<file path="src/rtl/garage_input_cond_pkg.sv">
// Shared defaults and helpers for the garage door input conditioning stage.
// Imported by the conditioning top level and by anything that needs the same timing defaults.
package garage_input_cond_pkg;

    localparam int SYNC_STAGES_DEF    = 2;
    localparam int DB_CYCLES_DEF      = 16;
    localparam int LOCKOUT_CYCLES_DEF = 64;

    // Raw asynchronous inputs bundled for the three conditioning channels.
    typedef struct packed {
        logic btn;
        logic up;
        logic dn;
    } cond_inputs_t;

    // Width of a counter able to hold the larger of the two cycle counts.
    function automatic int cnt_width(input int a, input int b);
        int m;
        m = (a > b) ? a : b;
        return $clog2(m + 1);
    endfunction

endpackage

</file>
<file path="src/rtl/garage_debounce.sv">
// Synchroniser chain followed by a counting debouncer for one asynchronous, bouncy input.
// stable_out changes only after DB_CYCLES consecutive synchronised samples disagree with it.
module garage_debounce #(
    parameter int SYNC_STAGES = 2,
    parameter int DB_CYCLES   = 16
) (
    input  logic CLK,
    input  logic RST,
    input  logic raw_in,
    output logic stable_out,
    output logic rise_out
);

    localparam int DB_W = $clog2(DB_CYCLES + 1);
    localparam logic [DB_W-1:0] DB_LAST = DB_W'(DB_CYCLES - 1);

    logic [SYNC_STAGES-1:0] sync_q, sync_d;
    logic                   sync_out;
    logic                   stable_q, stable_d;
    logic                   rise_q, rise_d;
    logic [DB_W-1:0]        cnt_q, cnt_d;

    assign sync_out = sync_q[SYNC_STAGES-1];

    always_comb begin
        sync_d   = {sync_q[SYNC_STAGES-2:0], raw_in};
        stable_d = stable_q;
        rise_d   = 1'b0;
        cnt_d    = '0;
        // Commit on the edge where the disagreement count would reach DB_CYCLES.
        if (sync_out != stable_q) begin
            if (cnt_q == DB_LAST) begin
                stable_d = sync_out;
                rise_d   = sync_out;
            end else begin
                cnt_d = cnt_q + 1'b1;
            end
        end
    end

    always_ff @(posedge CLK or posedge RST) begin
        if (RST) begin
            sync_q   <= '0;
            stable_q <= 1'b0;
            rise_q   <= 1'b0;
            cnt_q    <= '0;
        end else begin
            sync_q   <= sync_d;
            stable_q <= stable_d;
            rise_q   <= rise_d;
            cnt_q    <= cnt_d;
        end
    end

    assign stable_out = stable_q;
    assign rise_out   = rise_q;

endmodule

</file>
<file path="src/rtl/garage_input_cond.sv">
// Conditions the button and both limit switches for the garage door controller:
// one Activate pulse per accepted press, clean limit levels and a limit-switch fault flag.
module garage_input_cond
    import garage_input_cond_pkg::*;
#(
    parameter int SYNC_STAGES    = SYNC_STAGES_DEF,
    parameter int DB_CYCLES      = DB_CYCLES_DEF,
    parameter int LOCKOUT_CYCLES = LOCKOUT_CYCLES_DEF
) (
    input  logic CLK,
    input  logic RST,
    input  logic Btn_raw,
    input  logic Up_sw_raw,
    input  logic Dn_sw_raw,
    output logic Activate,
    output logic Up_max,
    output logic Dn_max,
    output logic Sw_fault
);

    localparam int CNT_W = cnt_width(DB_CYCLES, LOCKOUT_CYCLES);

    cond_inputs_t raw_bundle;
    logic btn_rise;
    logic up_level, dn_level;
    logic btn_level_unused, up_rise_unused, dn_rise_unused;

    logic             activate_q, activate_d;
    logic             sw_fault_q, sw_fault_d;
    logic [CNT_W-1:0] lockout_q, lockout_d;

    assign raw_bundle = '{btn: Btn_raw, up: Up_sw_raw, dn: Dn_sw_raw};

    garage_debounce #(.SYNC_STAGES(SYNC_STAGES), .DB_CYCLES(DB_CYCLES)) u_db_btn (
        .CLK        (CLK),
        .RST        (RST),
        .raw_in     (raw_bundle.btn),
        .stable_out (btn_level_unused),
        .rise_out   (btn_rise)
    );

    garage_debounce #(.SYNC_STAGES(SYNC_STAGES), .DB_CYCLES(DB_CYCLES)) u_db_up (
        .CLK        (CLK),
        .RST        (RST),
        .raw_in     (raw_bundle.up),
        .stable_out (up_level),
        .rise_out   (up_rise_unused)
    );

    garage_debounce #(.SYNC_STAGES(SYNC_STAGES), .DB_CYCLES(DB_CYCLES)) u_db_dn (
        .CLK        (CLK),
        .RST        (RST),
        .raw_in     (raw_bundle.dn),
        .stable_out (dn_level),
        .rise_out   (dn_rise_unused)
    );

    // Presses during lockout or a registered fault are dropped, never queued.
    always_comb begin
        sw_fault_d = up_level & dn_level;
        activate_d = btn_rise & (lockout_q == '0) & ~sw_fault_q;
        lockout_d  = lockout_q;
        if (activate_d) begin
            lockout_d = CNT_W'(LOCKOUT_CYCLES);
        end else if (lockout_q != '0) begin
            lockout_d = lockout_q - 1'b1;
        end
    end

    always_ff @(posedge CLK or posedge RST) begin
        if (RST) begin
            activate_q <= 1'b0;
            sw_fault_q <= 1'b0;
            lockout_q  <= '0;
        end else begin
            activate_q <= activate_d;
            sw_fault_q <= sw_fault_d;
            lockout_q  <= lockout_d;
        end
    end

    assign Activate = activate_q;
    assign Up_max   = up_level;
    assign Dn_max   = dn_level;
    assign Sw_fault = sw_fault_q;

endmodule

</file>
<file path="config.mk">
export PLATFORM = sky130hd
export DESIGN_NAME = garage_input_cond
export DESIGN_NICKNAME = d
export VERILOG_FILES = /design/src/rtl/garage_input_cond_pkg.sv /design/src/rtl/garage_debounce.sv /design/src/rtl/garage_input_cond.sv
export SDC_FILE = /design/constraint.sdc
export NUM_CORES = 1
export LEC_CHECK = 0
export ABC_AREA = 1
export CAP_MARGIN = 40
export CORE_UTILIZATION = 45
export DETAILED_ROUTE_END_ITERATION = 8
export PLACE_DENSITY = 0.67
export SETUP_SLACK_MARGIN = 0.2
export SLEW_MARGIN = 20
export SYNTH_ARGS = -nofsm -noshare
export SYNTH_HDL_FRONTEND = slang
export SYNTH_HIERARCHICAL = 1
export SYNTH_SLANG_ARGS = --single-unit
</file>
<file path="constraint.sdc">
create_clock -name CLK -period 3.3 [get_ports CLK]
set_clock_uncertainty 0.05 [all_clocks]
set_input_delay 0.33 -clock CLK [delete_from_list [all_inputs] [get_ports CLK]]
set_output_delay 0.33 -clock CLK [all_outputs]
set_load 0.01 [all_outputs]
</file>
Word level (Yosys, flattened, before mapping)
Cells that the tools add are included.
Widths: inputs -> output; s select.
{ "word_totals": {"ff_bits": 34, "wordCells": 43, "inputBits": 5} }
{ "op_classes": {"addsub": 4, "n_eq_ne": 6, "n_mux": 10, "n_bitwise": 4, "reduce_logical": 6} }
{ "ops": {"columns": ["operator", "count"], "rows": [
  ["$mux 5", 6],
  ["$add 5x1->5 const B", 3],
  ["$eq 5x4->1 const B", 3],
  ["$mux 7", 2],
  ["$logic_not 7->1", 1],
  ["$reduce_bool 7->1", 1],
  ["$sub 7x1->7 const B", 1],
  ["$reduce_and 2->1", 3],
  ["$and 1x1->1", 3],
  ["$ne 1x1->1", 3],
  ["$mux 1", 2],
  ["$reduce_bool 2->1", 1],
  ["$not 1->1", 1]
]} }

Logic depth before layout (Yosys ltp)
Gate-level depths: netlist of run 1.
{ "logic_depth": {"depth_word": 4, "depth_mapped": 8, "ltp_nobuf": 8} }

Hierarchy
The synthesis of run 1 kept the hierarchy.
{ "by_module_without_submodules": {"columns": ["module", "area_each_um2", "seq_area_each_um2", "cells_per_inst", "instances"], "rows": [
  ["garage_debounce", 359.1, 225.2, 39, 3],
  ["garage_input_cond", 456.7, 225.2, 55, 1]
]} }

Worst setup path after synthesis of run 1
Ideal clock, no wire load.
{ "synth_timing": {"kind": "reg2reg", "startpoint": "register lockout_q[0]", "endpoint": "register lockout_q[1]", "path_slack_ps": 2022, "setup_time_ps": 76, "required_time_ps": 3174, "arrival_ps": 1151, "stages_incl_launch_ff": 9, "path_cell_list": "dfrtp_1 inv_1 ha_1 inv_2 nor2_4 nand3_2 nor2_2 nand2_1 o21ai_1"} }
{ "synth_between": {"elab_chain_cells": 4, "elab_cells_between_ends": 8} }
{ "synth_rtl": {"columns": ["element", "line_no", "text"], "rows": [
  ["start: declaration", "garage_input_cond.sv:30", "logic [CNT_W-1:0] lockout_q, lockout_d;"],
  ["start signal: assignment", "garage_input_cond.sv:78", "lockout_q <= lockout_d;"],
  ["parallel branches: the longest is 4 deep, another holds $sub 7x1->7", null, null]
]} }
Several ways; the timed one is not identified. The select of a mux whose other input is x is not followed.
A chain may end at the register's enable or synchronous reset.

Worst setup path after layout of run 1
{ "layout_timing": {"startpoint": "register u_db_up.stable_q, in the netlist u_db_up/stable_out", "endpoint": "output port Up_max"} }
{ "layout_rtl": {"columns": ["element", "line_no", "text"], "rows": [
  ["start: declaration", "garage_debounce.sv:19", "logic stable_q, stable_d;"],
  ["start signal: assignment", "garage_debounce.sv:49", "stable_q <= stable_d;"],
  ["end: declaration", "garage_input_cond.sv:16", "output logic Up_max,"]
]} }
No word-level cell between the ends.

==> results of run 1 <==
==> through the flow <==
stage / utilization / total power (W) / cell area [µm²] / cells
floorplan: - / 0.0006882 / 1476 / 168
finish: 0.5431 / 0.0009595 / 1672 / 228
detailed placement: 0.5236 / 0.0007364 / 1612 / 220
global route: 0.5431 / 0.001030 / 1672 / 228
global placement: 0.5236 / 0.0007246 / 1612 / 220
CTS: 0.5431 / 0.0009756 / 1672 / 228
==> worst min-delay path by stage <==
stage / from / end / cells past startpoint / slack, ps
2_1_floorplan: RST / u_db_dn/cnt_q[0] / 1 / 100
3_3_place_gp: u_db_btn/sync_q[0] / u_db_btn/sync_q[1] / 0 / 280
3_5_place_dp: u_db_up/sync_q[0] / u_db_up/sync_q[1] / 0 / 290
4_1_cts: RST / u_db_up/cnt_q[2] / 2 / 300
5_1_grt: RST / u_db_up/cnt_q[2] / 2 / 300
6_report: RST / u_db_up/cnt_q[2] / 2 / 300
==> flip-flops by register name, indices dropped and copies added, names as in the netlist <==
register	count
u_db_btn/stable_out	1
lockout_q	7
Activate	1
Sw_fault	1
u_db_dn/stable_out	1
u_db_up/cnt_q	5
u_db_up/sync_q	2
u_db_dn/cnt_q	5
u_db_btn/sync_q	2
u_db_btn/rise_out	1
u_db_dn/sync_q	2
u_db_btn/cnt_q	5
u_db_up/stable_out	1
==> layout by cell type, fill, tap and decap left out <==
| cell type | instances |
|---|---|
| sky130_fd_sc_hd__clkbuf_1 | 1 |
| sky130_fd_sc_hd__nand2_1 | 43 |
| sky130_fd_sc_hd__dfrtp_1 | 34 |
| sky130_fd_sc_hd__nand3_2 | 1 |
| sky130_fd_sc_hd__clkinv_2 | 1 |
| sky130_fd_sc_hd__clkbuf_8 | 1 |
| sky130_fd_sc_hd__nor2_2 | 2 |
| sky130_fd_sc_hd__nor2_4 | 2 |
| sky130_fd_sc_hd__clkbuf_4 | 5 |
| sky130_fd_sc_hd__xnor2_1 | 5 |
| sky130_fd_sc_hd__nand4_1 | 8 |
| sky130_fd_sc_hd__ha_1 | 4 |
| sky130_fd_sc_hd__o21ai_1 | 1 |
| sky130_fd_sc_hd__nor3_1 | 1 |
| sky130_fd_sc_hd__inv_1 | 31 |
| sky130_fd_sc_hd__nand3_1 | 11 |
| sky130_fd_sc_hd__nor2_1 | 24 |
| sky130_fd_sc_hd__inv_2 | 1 |
| sky130_fd_sc_hd__clkdlybuf4s50_1 | 8 |
==> per-layer routing <==
metal  wire length, µm  vias up  global-route usage
met1              1074      508              0.2052
met5                 0        -                   0
met2              1119       33              0.2665
li1                  -      539                   -
met3               115        5             0.06550
met4                45        0             0.08163
==> report_power, final <==
group	leakage (nW)	internal (W)	total, W	switching, W
combinational	0.389	0.0000834	0.000201	0.000117
sequential	0.440	0.000469	0.000528	0.0000588
clock	0.0353	0.000103	0.000231	0.000128
==> layout make-up <==
cell class,instances,area [µm²],share of cell area
clock buffer,7,55.05,0.03293
inverter,32,120.1,0.07186
sequential,34,850.8,0.5090
tap,44,55.05,0.03293
clock inverter,1,5.005,0.002994
multi-input combinational,102,505.5,0.3024
timing repair buffer,8,80.08,0.04790
==> qor_table.md, run 1 <==
| Parameter | This run | Unit |
|:---|:---|:---|
| Post-CTS setup buffer count | 0 | - |
| Clock tree from TritonCTS | yes | - |
| Total iterations of the first detailed-routing run | 6 | - |
| Post-synth net total | 177 | - |
| Synthesized area per cell | 8.788 | µm² |
| Average wire length per cell after detail routing | 10.33 | µm |
| Y dimension of the die | 59.28 | µm |
| First-pass GRT wire length | 4.250 | mm |
| Worst max-slew margin expressed relative to the limit | 0.7663 | - |
| Pre-CTS setup slack | 1860 | ps |
| Total routing resource utilization after global routing | 0.1700 | - |
| Slew Limit Fails | 0 | - |
| Aggregate negative setup slack | 0 | ps |
| Cell at the root of the clock tree | sky130_fd_sc_hd__clkbuf_4 | - |
| Worst r2r src | lockout_q[0] | - |
| Total number of yosys warnings | 6 | - |
| Final setup slack of the worst path | 1597 | ps |
| Count of endpoints failing setup in the final report | 0 | - |
| ANT cells | 0 | - |
| Number of maximum-capacitance violations | 0 | - |
| Number of antenna violations at the first check in global routing | 0 | - |
| Placeable core area | 3078 | µm² |
| Critical path buffers and inverters | 1 | - |
| Result of the run | complete, no violations | - |
| Sum of overflow across all layers after global routing | 0 | - |
| Hold/Removal Path Class | in -> async | - |
| Antenna Violating Nets Remaining | 0 | - |
| I/O Pins | 9 | - |
| F_max | 587.3 | MHz |
| Cell-by-cell trace of the critical path | clkdlybuf4s50_1 | - |
| Maximum vdd ir drop | 0.2516 | mV |
| Critical path data arrival time | 1320 | ps |
| Initial core utilization | 0.4797 | - |
| Worst reg2reg setup slack | 1830 | ps |
| Number of instances resized during post-cts repair | 0 | - |
| Part of the cycle the worst path needs | 0.5160 | - |
| Critical path fanouts, max | 5 | - |
| Buffer levels on the longest clock path | 2 | - |
| Clock transition at path regs | 100 | ps |
| Leakage power summed over all cells | 0.8639 | nW |
| Startpoint-to-endpoint class of the critical path | reg -> out | - |
| Total DRC errors in the routed layout | 0 | - |
| Detailed Route WL | 2.355 | mm |
| Die extent in x | 59.28 | µm |
| Largest net degree at the start of global routing | 11 | - |
| Vias per cell | 4.759 | - |
| Worst Path Required | 2920 | ps |
| Minimum period implied by the final worst setup slack | 1703 | ps |
| Number of CTS-inserted buffers | 5 | - |
| Cell count after synthesis | 168 | - |
| Slew at the pin closest to its max-slew limit | 350.1 | ps |
| Cell type of the slowest stage on the worst timing path | sky130_fd_sc_hd__clkdlybuf4s50_1 | - |
| Clock Latency Late Sink | 330 | ps |
| Family with the most delay on the worst path | buffers and inverters | - |
| Hold slack | 303.0 | ps |
| Violation count after the first detailed-routing iteration | 48 | - |
| Cell count along the critical path | 1 | - |
| Worst Setup End Kind | output pin | - |
| Area growth, synth to finish | 13.22 | % |
| Delay of the slowest cell on the worst path | 570 | ps |
| Worst Reg2Reg Path Length in Cells | 8 | - |
| Num rows | 20 | - |
| Port Buf Inserts | 8 | - |
| Power density over the cells | 574.0 | nW/µm² |
| Via count of the first global-routing pass | 1012 | - |
| Worst r2r dst | lockout_q[1] | - |
| Number of hold violations in the final report | 0 | - |
| Critical path origin | u_db_up/stable_out | - |
| Combined area of all synthesized cells | 1476 | µm² |
| H-Tree Depth | 2 | - |
| Post-DP HPWL | 1.769 | mm |
| Die Footprint | 3514 | µm² |
| Post-CTS Hold Buffers | 0 | - |
| Termination of the worst setup path | Up_max | - |
| Proportion of layout cells with a drive suffix above 1 | 0.07065 | - |
| Filler cell count | 287 | - |
| Worst setup SP type | flip-flop | - |
| RSZ-0062 raised after global routing | false | - |
| Vias post-DR | 1085 | - |
| Placer Congestion | 0.8990 | - |
| TritonCTS sink count | 34 | - |
| Final #Nets | 192 | - |
(Power assumes the default switching activity.)
==> run 2, diff against run 1 <==
- clock period: 3.3 -> 1.7 ns (I/O delays scaled with it)
==> run 2 against run 1 <==
  * Wire length increased by 6.6%
  * Global-route usage is 0.68 points higher
  * Worst hold slack got worse by 180 ps
  * Utilization increased by 1.0 points
  * Via count rose by 0.28%
  * Final cell count did not move
  * Sequential share of layout area is 0.93 points lower
  * Total power rose by 100%
  * Clock power increased by 90%
  * Non-clock buffer count up 2
==> qor_table.md, run 2 (synthesis gave the netlist of run 1 again) <==
| Parameter | This run | Unit | vs previous |
|:---|:---|:---|:---|
| Result of the run | complete, no violations | - |  |
| Count of endpoints failing setup in the final report | 0 | - | unchanged |
| Initial core utilization | 0.4797 | - | unchanged |
| Vias per cell | 4.772 | - | +0.28% |
| Most frequent cells in the layout | sky130_fd_sc_hd__nand2_1 (43), sky130_fd_sc_hd__dfrtp_1 (34), sky130_fd_sc_hd__inv_1 (31) | - |  |
| Vias post-DR | 1088 | - | +0.28% |
| Number of CTS-inserted buffers | 5 | - | unchanged |
| Worst setup SP type | flip-flop | - |  |
| Average wire length per cell after detail routing | 11.01 | µm | +6.6% |
| Flip-flop count of the largest register after layout | 7 | - | unchanged |
| Critical path data arrival time | 1660 | ps | +340 ps |
| Maximum vdd ir drop | 0.4893 | mV | +94% |
| Die extent in x | 59.28 | µm | unchanged |
| Detailed Route WL | 2.511 | mm | +6.6% |
| Slew Limit Fails | 0 | - | unchanged |
| First-pass GRT wire length | 4.409 | mm | +3.7% |
| Via count of the first global-routing pass | 1081 | - | +6.8% |
| Final setup slack of the worst path | 266.2 | ps | -1331 ps |
| Part of the cycle the worst path needs | 0.8434 | - |  |
| Num rows | 20 | - | unchanged |
| Most common cell after layout, fill and taps aside | sky130_fd_sc_hd__nand2_1 | - |  |
| I/O Pins | 9 | - | unchanged |
| Hold/Removal Path Class | in -> async | - |  |
| Met3 layer wire length in the routed design | 109 | µm | -5.2% |
| Number of hold violations in the final report | 0 | - | unchanged |
| Total routing resource utilization after global routing | 0.1768 | - | +0.006777 |
| Startpoint-to-endpoint class of the critical path | reg -> reg | - |  |
| Violation count after the first detailed-routing iteration | 98 | - | +100% |
| Leakage power summed over all cells | 0.9264 | nW | +7.2% |
| Number of maximum-capacitance violations | 0 | - | unchanged |
| Power density over the cells | 1132 | nW/µm² | +97% |
| Final #Nets | 194 | - | +1.0% |
| Y dimension of the die | 59.28 | µm | unchanged |
| Die Footprint | 3514 | µm² | unchanged |
| ANT cells | 0 | - | unchanged |
| Placeable core area | 3078 | µm² | unchanged |
| Cell Area, Placed | 1612 | µm² | unchanged |
| Uppermost routed layer | met4 | - |  |
| Layout Cell Area excl Fill | 1703 | µm² | +1.9% |
| Cell at the root of the clock tree | sky130_fd_sc_hd__clkbuf_4 | - |  |
| Area growth, synth to finish | 15.34 | % |  |
| Total iterations of the first detailed-routing run | 4 | - | -2 |
| Sum of overflow across all layers after global routing | 0 | - | unchanged |
| Buffer levels on the longest clock path | 2 | - | unchanged |
| Post-DP HPWL | 1.744 | mm | -1.4% |
| Worst Path Required | 1920 | ps | -1000 ps |
| Worst max-slew margin expressed relative to the limit | 0.7646 | - | -0.001727 |
| Biggest register | lockout_q | - |  |
| RSZ-0062 raised after global routing | false | - |  |
| Clock Latency Late Sink | 340 | ps | about the same |
| WL met2 | 1.191 | mm | +6.4% |
| Aggregate negative setup slack | 0 | ps | unchanged |
| Number of antenna violations at the first check in global routing | 0 | - | unchanged |
| Clock transition at path regs | 100 | ps | about the same |
| Total DRC errors in the routed layout | 0 | - | unchanged |
| F_max | 697.4 | MHz |  |
| Worst Setup End Kind | flip-flop | - |  |
| Sum of routed wire segments on met1 | 1.133 | mm | +5.5% |
| H-Tree Depth | 2 | - | unchanged |
| Placer Congestion | 0.7750 | - | -14% |
| Clock tree from TritonCTS | yes | - |  |
| Minimum period implied by the final worst setup slack | 1434 | ps |  |
| Critical path fanouts, max | 5 | - | unchanged |
| Largest net degree at the start of global routing | 10 | - | -1 |
| TritonCTS sink count | 34 | - | unchanged |
| Proportion of layout cells with a drive suffix above 1 | 0.08152 | - | +0.01087 |
| Pre-CTS setup slack | 257.1 | ps | -1603 ps |
| Slew at the pin closest to its max-slew limit | 352.7 | ps | +2.588 ps |
| Port Buf Inserts | 8 | - | unchanged |
| Antenna Violating Nets Remaining | 0 | - | unchanged |
==> run 2: final cells by class <==
class | instances | area (µm²)
repair buffers | 10 | 102.6
well taps | 44 | 55.05
fillers | 290 | 1375
multi-input cells | 102 | 523.0
flip-flops and latches | 34 | 850.8
inverters | 32 | 120.1
clock buffers | 6 | 51.30
==> run 2: through the flow <==
step / total power, W / util / instances / hold slack (ps)
after floorplan: 0.001336 / - / 168 / -64.34
after global placement: 0.001406 / 0.5236 / 220 / 288.2
after detailed placement: 0.001435 / 0.5236 / 220 / 286.5
after CTS: 0.001880 / 0.5451 / 228 / 127.8
after global routing: 0.002055 / 0.5533 / 228 / 160.7
final: 0.001927 / 0.5533 / 228 / 120.7
==> run 2: final timing paths <==
check | startpoint | endpoint | slack (ps) | cells after the start
min | RST | u_db_up/cnt_q[2] | 120 | 2
min reg2reg | u_db_up/sync_q[0] | u_db_up/sync_q[1] | 310 | 0
min in group CLK | Dn_sw_raw | u_db_dn/sync_q[0] | 220 | 1
max in group asynchronous | RST | lockout_q[5] | 1210 | 2
max | lockout_q[0] | lockout_q[1] | 270 | 8
max reg2reg | lockout_q[0] | lockout_q[1] | 270 | 8
==> run 2: what timing repair did <==
item	in CTS	in global routing
endpoints found under the hold margin	0	0
buffers inserted	2	0
resized for setup	0	6
setup endpoints to repair	2	8
gates cloned	0	0
hold buffers	0	0
==> run 2: where the power goes <==
part,leakage [nW],switching (W),internal [W],total [W]
sequential,0.440,0.000117,0.000911,0.00103
combinational,0.456,0.000266,0.000194,0.000459
clock,0.0302,0.000254,0.000186,0.000440
total,0.926,0.000637,0.00129,0.00193
==> run 2: routing by layer <==
metal,up-vias,GRT usage
met2,27,0.2793
met4,0,0.1224
li1,541,-
met3,8,0.04585
met5,-,0
met1,512,0.2100
==> run 2: worst max-delay path, cell delays in order, from the launching register on <==
cell and delay, ps:
sky130_fd_sc_hd__dfrtp_1 410, sky130_fd_sc_hd__inv_1 180, sky130_fd_sc_hd__ha_4 190, sky130_fd_sc_hd__inv_2 50, sky130_fd_sc_hd__nor2_4 90, sky130_fd_sc_hd__nand3_2 130
sky130_fd_sc_hd__nor2_4 130, sky130_fd_sc_hd__nand2_1 60, sky130_fd_sc_hd__o21ai_1 80
==> run 3, diff against run 2 <==
- PLACE_DENSITY: 0.67 -> 0.69
- clock period: 1.7 -> 1.19 ns (I/O delays scaled with it)
==> run 3 against run 2 <==
  * The run now ends with setup timing left
  * Critical endpoint is now lockout_q[5]
  * Wire length rose by 12%
  * Sequential share of layout area is 4.5 points lower
  * Final area is 9.8% higher
  * First-iteration DRC count shrank 73%
  * Critical path depth shrank 1
  * Setup slack lost 310 ps
==> qor_table.md, run 3 (synthesis gave the netlist of run 1 again) <==
| Parameter | This run | Unit | vs previous |
|:---|:---|:---|:---|
| I/O Pins | 9 | - | unchanged |
| Critical path fanouts, max | 3 | - | -2 |
| Most frequent cells in the layout | sky130_fd_sc_hd__nand2_1 (35), sky130_fd_sc_hd__dfrtp_1 (34), sky130_fd_sc_hd__inv_1 (25) | - |  |
| Most common cell after layout, fill and taps aside | sky130_fd_sc_hd__nand2_1 | - |  |
| Count of endpoints failing setup in the final report | 3 | - | +3 |
| Die extent in x | 59.28 | µm | unchanged |
| Hold/Removal Path Class | in -> async | - |  |
| Sum of overflow across all layers after global routing | 0 | - | unchanged |
| Vias post-DR | 1158 | - | +6.4% |
| Proportion of layout cells with a drive suffix above 1 | 0.2828 | - | +0.2013 |
| Termination of the worst setup path | lockout_q[5] | - |  |
| Critical path buffers and inverters | 2 | - | unchanged |
| Clock tree from TritonCTS | yes | - |  |
| Total DRC errors in the routed layout | 0 | - | unchanged |
| Final #Nets | 207 | - | +6.7% |
| Power density over the cells | 1574 | nW/µm² | +39% |
| Number of antenna violations at the first check in global routing | 0 | - | unchanged |
| Cell-by-cell trace of the critical path | inv_2 > ha_4 > inv_2 > nor2_4 > nand4_1 > nand3_1 > nor2_1 | - |  |
| Cell total after placement | 226 | - | +2.7% |
| Violations in the final reports | setup timing | - |  |
| Clock transition at path regs | 100 | ps | about the same |
| Port Buf Inserts | 8 | - | unchanged |
| Worst Setup End Kind | flip-flop | - |  |
| Slew at the pin closest to its max-slew limit | 350.2 | ps | -2.490 ps |
| Worst Reg2Reg Path Length in Cells | 7 | - | -1 |
| Total iterations of the first detailed-routing run | 4 | - | unchanged |
| Initial core utilization | 0.4797 | - | unchanged |
| Cell at the root of the clock tree | sky130_fd_sc_hd__clkbuf_4 | - |  |
| Total routing resource utilization after global routing | 0.1852 | - | +0.008419 |
| Final setup slack of the worst path | -46.01 | ps | -312.2 ps |
| Number of hold violations in the final report | 0 | - | unchanged |
| Clock Latency Late Sink | 330 | ps | about the same |
| Final core utilization | 0.6077 | - | +0.05447 |
| Minimum period implied by the final worst setup slack | 1236 | ps | -197.8 ps |
| Vias per cell | 4.785 | - | +0.28% |
| Antenna Violating Nets Remaining | 0 | - | unchanged |
| Average wire length per cell after detail routing | 11.63 | µm | +5.6% |
| Number of CTS-inserted buffers | 5 | - | unchanged |
| First-pass GRT wire length | 4.685 | mm | +6.3% |
| ANT cells | 0 | - | unchanged |
| Part of the cycle the worst path needs | 1.039 | - | +0.1952 |
| Delay of the slowest cell on the worst path | 410 | ps | about the same |
| Worst max-slew margin expressed relative to the limit | 0.7663 | - | +0.001662 |
| Die Footprint | 3514 | µm² | unchanged |
| Post-CTS Hold Buffers | 0 | - | unchanged |
| Worst setup SP type | flip-flop | - |  |
| Aggregate negative setup slack | -94.72 | ps | -94.72 ps |
| H-Tree Depth | 2 | - | unchanged |
| Cell type of the slowest stage on the worst timing path | sky130_fd_sc_hd__dfrtp_1 | - |  |
| Slew Limit Fails | 0 | - | unchanged |
| RSZ-0062 raised after global routing | true | - |  |
| Worst reg2reg setup slack | -50 | ps | -310 ps |
| F_max | 809.1 | MHz | +16% |
| Maximum vdd ir drop | 0.8740 | mV | +79% |
| Leakage power summed over all cells | 0.9391 | nW | +1.4% |
| Placer Congestion | 0.7653 | - | -1.3% |
| Most frequent cell on the critical path | sky130_fd_sc_hd__inv_2 | - |  |
| TritonCTS sink count | 34 | - | unchanged |
| Startpoint-to-endpoint class of the critical path | reg -> reg | - |  |
| Biggest register | lockout_q | - |  |
| Violation count after the first detailed-routing iteration | 26 | - | -73% |
| Detailed Route WL | 2.815 | mm | +12% |
| Post-DP HPWL | 1.859 | mm | +6.6% |
| Worst Path Required | 1370 | ps | -550 ps |
| Flip-flop count of the largest register after layout | 7 | - | unchanged |
| Buffer levels on the longest clock path | 2 | - | unchanged |
| Via count of the first global-routing pass | 1156 | - | +6.9% |
| Number of maximum-capacitance violations | 0 | - | unchanged |
| Cell count along the critical path | 7 | - | -1 |
| Worst r2r src | lockout_q[1] | - |  |
| Num rows | 20 | - | unchanged |
| Critical path origin | lockout_q[1] | - |  |
| Result of the run | complete, but fails checks | - |  |
| Worst r2r dst | lockout_q[5] | - |  |
| Critical path data arrival time | 1420 | ps | -240 ps |
| Placeable core area | 3078 | µm² | unchanged |
| Family with the most delay on the worst path | simple AND/OR/NAND/NOR gates | - |  |
| Y dimension of the die | 59.28 | µm | unchanged |
| Largest net degree at the start of global routing | 10 | - | unchanged |
| Cell Count, Final, Fillers Out | 242 | - | +6.1% |
| Area growth, synth to finish | 26.69 | % |  |
| Pre-CTS setup slack | -36.30 | ps | -293.4 ps |
==> run 3: cell count changes in the layout (fill, tap and decap cells not counted), moves of 4 or more <==
cell / before / now
sky130_fd_sc_hd__buf_2: 0 / 4
sky130_fd_sc_hd__buf_4: 2 / 12
sky130_fd_sc_hd__inv_1: 31 / 25
sky130_fd_sc_hd__inv_2: 1 / 7
sky130_fd_sc_hd__nand2_1: 43 / 35
sky130_fd_sc_hd__nand2_2: 0 / 8
sky130_fd_sc_hd__nand3_1: 11 / 7
==> run 3: repair_timing <==
item	4_1_cts	5_1_grt
setup buffers	6	3
gates resized for setup	24	19
endpoints found under the setup margin	28	31
pin swaps	9	17
==> run 3: metal layers <==
| layer | GRT usage | vias to the layer above | share of wire |
|---|---|---|---|
| li1 | - | 574 | - |
| met1 | 0.2100 | 552 | 0.41 |
| met2 | 0.3066 | 25 | 0.53 |
| met3 | 0.06114 | 7 | 0.043 |
| met4 | 0.1020 | 0 | 0.018 |
| met5 | 0 | - | 0 |
==> run 3: per-stage QoR <==
stage / hold WS (ps) / instance area (µm²) / power (W)
finish: 92.37 / 1871 / 0.002945
global route: 126.7 / 1871 / 0.003173
CTS: 88.80 / 1785 / 0.002908
detailed placement: 284.7 / 1677 / 0.002195
global placement: 283.3 / 1677 / 0.002151
floorplan: -115.3 / 1496 / 0.001957
==> run 3: area by class of cell <==
| cell class | count | area [µm²] |
|---|---|---|
| fill | 270 | 1207 |
| sequential | 34 | 850.8 |
| multi-input combinational | 102 | 615.6 |
| timing repair buffer | 23 | 183.9 |
| inverter | 32 | 120.1 |
| tap | 44 | 55.05 |
| clock buffer | 7 | 45.04 |
==> run 3: power breakdown <==
part	internal, W	total (W)	switching, W	leakage (nW)
Sequential	0.00130	0.00146	0.000162	0.440
Clock	0.000223	0.000571	0.000348	0.0254
Combinational	0.000452	0.000911	0.000459	0.474
==> run 3: how the worst min path moves through the flow <==
stage / end / slack, ps
floorplan: u_db_dn/cnt_q[0] / -120
global route: u_db_dn/stable_out / 130
finish: u_db_dn/stable_out / 90
CTS: u_db_dn/stable_out / 90
global placement: u_db_up/sync_q[1] / 280
detailed placement: u_db_dn/sync_q[1] / 280
==> run 3: worst reg2reg max path, stage by stage, from the launching register on <==
cell and delay [ps]:
sky130_fd_sc_hd__dfrtp_1 410, sky130_fd_sc_hd__inv_2 80, sky130_fd_sc_hd__ha_4 140, sky130_fd_sc_hd__inv_2 40
sky130_fd_sc_hd__nor2_4 100, sky130_fd_sc_hd__nand4_1 150, sky130_fd_sc_hd__nand3_1 130, sky130_fd_sc_hd__nor2_1 50
